`config.mk`:
```
export PLATFORM = sky130hd
export DESIGN_NAME = pwm_seno_multicanal
export DESIGN_NICKNAME = d
export VERILOG_FILES = /design/src/rtl/pwm_seno_multicanal.sv
export SDC_FILE = /design/constraint.sdc
export NUM_CORES = 1
export LEC_CHECK = 0
export CORE_MARGIN = 5
export CORE_UTILIZATION = 35
export CTS_BUF_LIST = sky130_fd_sc_hd__clkbuf_8
export DETAILED_ROUTE_END_ITERATION = 6
export DONT_BUFFER_PORTS = 1
export PLACE_DENSITY_LB_ADDON = 0.25
export SYNTH_ARGS = -nofsm -noshare
export SYNTH_HDL_FRONTEND = slang
export SYNTH_SLANG_ARGS = --single-unit
```
`constraint.sdc`:
```
create_clock -name clk -period 17.9 [get_ports clk]
set_input_delay 5.37 -clock clk [delete_from_list [all_inputs] [get_ports clk]]
set_output_delay 5.37 -clock clk [all_outputs]
set_load 0.005 [all_outputs]
```
`src/rtl/pwm_seno_multicanal.sv`:
```
// pwm_seno_multicanal: multi-channel sine PWM on a shared carrier; PWM_COMPL_EN adds dead-time complementary outputs
module pwm_seno_multicanal #(
  parameter int R  = 6,
  parameter int CH = 3,
  parameter int PH = 12,
  parameter int NW = 12
`ifdef PWM_COMPL_EN
  ,
  parameter int DT = 2
`endif
) (
  input  logic          clk,
  input  logic          rst,
  input  logic          en,
  input  logic [NW-1:0] N,
  input  logic          mode,
  input  logic [R-1:0]  duty_fix,
  output logic [CH-1:0] pwm_out,
`ifdef PWM_COMPL_EN
  output logic [CH-1:0] pwm_n_out,
`endif
  output logic [5:0]    step_idx,
  output logic          period_tick,
  output logic          step_tick
);
  logic [R-1:0]  q_q, q_d;
  logic [NW-1:0] n_q, n_d, n_last;
  logic [5:0]    idx_q, idx_d;
  logic [R-1:0]  duty_q [CH];
  logic [R-1:0]  duty_d [CH];
  logic [CH-1:0] raw;
  logic          last;

  function automatic logic [15:0] sin_tab(input logic [5:0] i);
    case (i)
      6'd0:  return 16'd32768;
      6'd1:  return 16'd38458;
      6'd2:  return 16'd43975;
      6'd3:  return 16'd49151;
      6'd4:  return 16'd53830;
      6'd5:  return 16'd57869;
      6'd6:  return 16'd61145;
      6'd7:  return 16'd63559;
      6'd8:  return 16'd65037;
      6'd9:  return 16'd65535;
      6'd10: return 16'd65037;
      6'd11: return 16'd63559;
      6'd12: return 16'd61145;
      6'd13: return 16'd57869;
      6'd14: return 16'd53830;
      6'd15: return 16'd49151;
      6'd16: return 16'd43975;
      6'd17: return 16'd38458;
      6'd18: return 16'd32768;
      6'd19: return 16'd27077;
      6'd20: return 16'd21560;
      6'd21: return 16'd16384;
      6'd22: return 16'd11705;
      6'd23: return 16'd7666;
      6'd24: return 16'd4390;
      6'd25: return 16'd1976;
      6'd26: return 16'd498;
      6'd27: return 16'd0;
      6'd28: return 16'd498;
      6'd29: return 16'd1976;
      6'd30: return 16'd4390;
      6'd31: return 16'd7666;
      6'd32: return 16'd11705;
      6'd33: return 16'd16384;
      6'd34: return 16'd21560;
      6'd35: return 16'd27077;
      default: return 16'd32768;
    endcase
  endfunction

  // Keep the top R bits of T*2^R/2^16, so full scale maps to 2^R-1
  function automatic logic [R-1:0] scale(input logic [15:0] t);
    logic [15+R:0] p;
    p = {t, {R{1'b0}}};
    return p[15+R:16];
  endfunction

  // Phase-shifted index is below 36*CH, so CH conditional subtractions reduce it mod 36
  function automatic logic [5:0] wrap36(input logic [8:0] s);
    logic [8:0] v;
    v = s;
    for (int j = 0; j < CH; j++) v = (v >= 9'd36) ? v - 9'd36 : v;
    return v[5:0];
  endfunction

  // Carrier, step counter and per-period duty reload
  always_comb begin
    n_last = (N == '0) ? '0 : N - 1'b1;
    last = n_q >= n_last;
    period_tick = en & (&q_q);
    step_tick = period_tick & last;
    q_d = en ? q_q + 1'b1 : q_q;
    n_d = period_tick ? (last ? '0 : n_q + 1'b1) : n_q;
    idx_d = step_tick ? ((idx_q == 6'd35) ? '0 : idx_q + 1'b1) : idx_q;
    for (int k = 0; k < CH; k++) begin
      duty_d[k] = !period_tick ? duty_q[k] : mode ? duty_fix : scale(sin_tab(wrap36(9'(idx_d) + 9'(k * PH))));
      raw[k] = q_q < duty_q[k];
    end
  end

  // State registers; duties only move at the period boundary so pulses never glitch
  always_ff @(posedge clk) begin
    if (rst) begin
      q_q <= '0;
      n_q <= '0;
      idx_q <= '0;
      for (int k = 0; k < CH; k++) duty_q[k] <= '0;
    end else begin
      q_q <= q_d;
      n_q <= n_d;
      idx_q <= idx_d;
      for (int k = 0; k < CH; k++) duty_q[k] <= duty_d[k];
    end
  end

  assign step_idx = idx_q;

`ifdef PWM_COMPL_EN
  logic [CH-1:0] prev_q, chg, quiet;
  logic [7:0]    dt_q [CH];

  // Both sides stay low on the edge cycle plus DT-1 further cycles after every raw transition
  always_comb begin
    for (int k = 0; k < CH; k++) begin
      chg[k] = (DT != 0) && (raw[k] != prev_q[k]);
      quiet[k] = !chg[k] && (dt_q[k] == 8'd0);
      pwm_out[k] = raw[k] & quiet[k];
      pwm_n_out[k] = !raw[k] & quiet[k];
    end
  end

  // Edge history and dead-time countdown; prev starts at 1 so pwm_n_out waits DT after reset
  always_ff @(posedge clk) begin
    if (rst) begin
      prev_q <= '1;
      for (int k = 0; k < CH; k++) dt_q[k] <= 8'd0;
    end else if (en) begin
      prev_q <= raw;
      for (int k = 0; k < CH; k++) dt_q[k] <= chg[k] ? 8'(DT - 1) : (dt_q[k] != 8'd0) ? dt_q[k] - 8'd1 : 8'd0;
    end
  end
`else
  assign pwm_out = raw;
`endif
endmodule

```
# After elaboration in Yosys (flattened, before gate mapping)
# Memories as Yosys holds them, arrays and structs flattened.
# Index checks and enable logic that the tools add are counted.
# word_totals
register_bits	24
latchBits	0
ram_bits	18
rom_bits	3072
input_bits	22
output_inout_bits	11
word_cells	68
mem_count	4
# op_classes
add_sub_neg	15
n_mul	0
n_div	0
magnitude_cmp	13
n_eq_ne	1
n_shift	0
muxes	25
n_bitwise	5
n_reduce_logical	2
# mem_list
memory	words	width	rd	rd_clocked_by_memory_dff	wr	line_no	rtl
(no name shown)	64	16	1	0	0	35	case (i)
(no name shown)	64	16	1	0	0	35	
(no name shown)	64	16	1	0	0	35	
duty_q	3	6	3	0	3	29	logic [R-1:0] duty_q [CH];
# op_table
operator	n
$mux W6	14
$ge A9 B6 Y1 const B	6
$mux W9	6
$sub A9 B6 Y9 const B	3
$mux W12	2
$lt A6 B6 Y1	3
$sub A6 B6 Y6 const B	3
$sub A7 B6 Y8 const B	2
$ge A7 B6 Y1 const B	2
$add A12 B1 Y12 const B	1
$add A6 B1 Y6 const B	2
$ge A12 B12 Y1	1
$logic_not A12 Y1	1
$sub A12 B1 Y12 const B	1
$add A6 B4 Y7 const B	1
$add A6 B5 Y7 const B	1
$sub A6 B6 Y7 const B	1
$eq A6 B6 Y1 const B	1
$ge A6 B6 Y1 const B	1
$reduce_and A6 Y1	1
$mux W1	3
$or A1 B1 Y1	3
$and A1 B1 Y1	2

# Longest topological paths before layout
# An unclocked memory read counts as a cell.
# logic_depth
word_depth	16
depth_mapped	36
mapped_depth_nobuf	34

# Worst setup path before layout
# Ideal clock, no wire load.
# synth_timing
path_type	in2out
start	input N[7]
end	output step_tick
t_arrival_ps	7715
required_time_ps	12530
path_slack_ps	4815
cell_stages	11
n_path_buf	1
path_cell_list	or4_1 nor2_1 nand4b_1 clkbuf_1 nand2_1 ha_1 a21oi_1 a21boi_1 or2_1 a22oi_2 inv_1
# synth_between
elab_chain_len	4
word_cells_on_any_way	5
cone_classes	1 x add/sub; 1 x order compare; 1 x mux; 1 x bitwise; 1 x reduce/logical
# synth_rtl
element	line_no	rtl
from (decl)	15	input logic [NW-1:0] N,
$sub A12 B1 Y12 / $logic_not A12 Y1 (equally long branches)	93	n_last = (N == '0) ? '0 : N - 1'b1;
$mux W12 *	93	
$ge A12 B12 Y1 *	94	last = n_q >= n_last;
$and A1 B1 Y1 *	96	step_tick = period_tick & last;
to (decl)	24	output logic step_tick
# Mark *: on every way between the ends. The rest lies on a longest branch, timed or not.

==> results.toml <==
[clock_network]
clock_path_buffers = 2
postCtsSetupBuffers = 0
cts_hold_buf = 0
htree_levels = 2
cts_sinks = 42
cts_tree = "built"
cts-root-buf = "clkbuf_8"
clkLatencyLatePin_ps = 300
numCtsBuffers = 5
clk_pin_slew_ps = 90
post_cts_resized = 0

[die]
num_rows = 48
die_area_mm2 = 0.02040
die_h_um = 142.8
dieWidth_um = 142.8
start_util_pct = 35.70
ioPinCount = 33
coreArea_mm2 = 0.01730

[synth]
ys_ff_latch = 42
synth.largest_area_cell = "dfxtp_1"
syn_nets = 903
ys_async_sr_fraction_pct = 0
ys_warn_count = 0
synth.distinct_cells = 101
seq_area_frac_synth_pct = 13.62
synth_edf_count = 0
avgSynthCellArea_um2 = 7.512
synth_area_mm2 = 0.006175
synth-main-ff-cell = "dfxtp_1"
synth_top_cell_area_share_pct = 13.62
yosys-top-cells-area = "dfxtp_1 (14%), ha_1 (12%), nand2_1 (5.4%)"
synthCells = 822

[routing]
routed_via_density = 5.836
finalWirelength_mm = 18.22
drt_iter0_markers = 450
drcViolationCount = 0
drtAntennaViolNets = 0
vias = 5976
dr.pass1.iters = 5
wl_per_cell_um = 17.79

[critical_path]
r2r-end = "duty_q[0][17]"
arrival_ps = 14500
path_class = "in -> reg"
crit_required_ps = 18120
worstRegToRegCells = 28
endpoint_kind = "flop"
r2r_setup_slack_ps = 9430
worstPathMaxFanout = 14
critPathMostFrequentCell = "ha_1"
slowest_stage = "o21bai_1"
start_kind = "input pin"
max_stage_delay_ps = 970
r2r_start = "q_q[1]"

[timing]
fin_skew_ps = 10.34
clock.fmax_mhz = 70.05
grt_setup_unrepaired = "no"
min_period_ps = 14270
maxSlewViolCount = 0
tightest_slew_ps = 1142
finalCritPeriodShare_pct = 79.75
max_slew_margin_pct = 23.34
setup_violations = 0
holdWs_ps = 470.4
finalSetupTns_ps = 0
hold_viol = 0

[final_layout]
nets = 879
fillers = 1804
drive_gt1_share_pct = 8.385
design_area_mm2 = 0.006397
area_growth_pct = 3.607
n_antenna_cell = 0
multi_input_area_mm2 = 0.004976
final-seq-area_um2 = 840.8

[place]
dp.final_hpwl_mm = 14.07
place_congestion = 0.8625
io_buffers = 0
dpl_cell_area_mm2 = 0.006311

[global_route]
track_usage_pct = 17.50
grt_pass1_vias = 5624
gr-total-overflow = 0
antenna_found_initial = 0
grt_start_max_net_pins = 29
grt_pass1_wl_mm = 29.70

[worst_hold_path]
hold_depth = 2
hp-class = "reg -> reg"
hold_start = "duty_q[0][17]"
whs_endpoint = "duty_q[0][17]"

[run]
cap_violations = 0

[power_and_ir_drop]
vdd_drop_max_mv = 0.02599
powerDensity_mw_per_mm2 = 40.90
p_leak_nw = 2.400
finalPower_uw = 261.6

[run_status]
status = "complete, no violations"
## layout make-up
| class | instances | share of cell area, % |
|---|---|---|
| Tap cell | 225 | 4.401 |
| Timing Repair Buffer | 3 | 0.3520 |
| Clock buffer | 5 | 1.076 |
| Inverter | 48 | 2.973 |
| Clock inverter | 3 | 0.2738 |
| Sequential cell | 42 | 13.14 |
| Multi-Input combinational cell | 698 | 77.78 |
## synth_stat cells (5+ instances only)
cell	count
ha_1	59
o2111ai_1	6
inv_1	39
nor4_1	5
or3_1	6
xor2_1	20
and2_1	12
a32o_1	5
o21bai_1	5
clkbuf_1	19
a21o_1	8
o221ai_1	6
nor2_1	84
nand3_1	16
and4_1	5
o21ai_1	6
a221oi_1	9
o22ai_1	7
a31oi_1	9
buf_2	8
a211oi_1	12
xnor2_1	22
nor2b_1	9
o31ai_1	5
o21ai_0	42
nand4_1	8
nor3_1	24
o211ai_1	14
nand2_1	89
o21a_1	8
a21oi_1	56
mux2i_1	14
a22oi_1	5
dfxtp_1	42
nand2b_1	13
## flip-flops by register name, indices dropped and copies added (netlist names)
name and flops:
duty_q 18, n_q 12, q_q 6, step_idx 6
## placed cells by master (no fill, tap or decap), types with 13 or more instances in the layout
| master | n |
|---|---|
| nand3_1 | 16 |
| o211ai_1 | 14 |
| nand2_1 | 89 |
| nor3_1 | 24 |
| a21oi_1 | 56 |
| o21ai_0 | 42 |
| xor2_1 | 20 |
| mux2i_1 | 14 |
| xnor2_1 | 22 |
| ha_1 | 59 |
| nor2_1 | 84 |
| nand2b_1 | 13 |
| dfxtp_1 | 42 |
| inv_1 | 40 |
## through the flow
| step | instances | util, % | worst slack (ps) |
|---|---|---|---|
| 2_1_floorplan | 822 | - | 4815 |
| 6_report | 1024 | 36.99 | 3625 |
| 3_5_place_dp | 1016 | 36.49 | 3418 |
| 4_1_cts | 1024 | 36.99 | 3719 |
| 3_3_place_gp | 1016 | 36.49 | 3384 |
| 5_1_grt | 1024 | 36.99 | 2919 |
## layer usage
layer | global-route usage, % | up-vias | wire length [um]
met5 | 0 | - | 0
met4 | 2.801 | 0 | 148
met3 | 2.478 | 14 | 1016
met2 | 29.01 | 154 | 8375
met1 | 24.60 | 2802 | 8678
li1 | - | 3006 | -
## worst max-delay path: cells and delay by family
family,cells,cell delay (ps)
compound gates,9,3240
xor+xnor,1,120
fa+ha+maj,4,1070
mux,1,450
simple gates,14,3800
buf+inv,2,430
## cell families after synthesis
| kind of cell | Yosys count | synth area share [%] |
|---|---|---|
| AOI/OAI and AO/OA | 270 | 32.73 |
| xor gates and xnor gates | 48 | 7.903 |
| adders and majority gates | 59 | 11.96 |
| buffers and inverters | 82 | 5.795 |
| DFF | 42 | 13.62 |
| muxes | 20 | 3.668 |
| and+or+nand+nor | 301 | 24.34 |
## how the worst max path moves through the flow
stage                     start  slack (ps)            end  cells past startpoint
after global routing       N[7]        2920  duty_q[0][17]                     31
after CTS                  N[7]        3720  duty_q[0][17]                     31
after global placement     N[7]        3380  duty_q[0][13]                     31
after floorplan            N[7]        4820      step_tick                     11
after detailed placement   N[7]        3420  duty_q[0][17]                     31
final                      N[7]        3630  duty_q[0][17]                     31
## power breakdown
group,leakage (nW),switching [mW],internal (mW),total [mW]
Combinational,2.01,0.0644,0.0387,0.103
Clock,0.0493,0.0360,0.0270,0.0630
Sequential,0.339,0.00145,0.0940,0.0955
(Power assumes the default switching activity.)
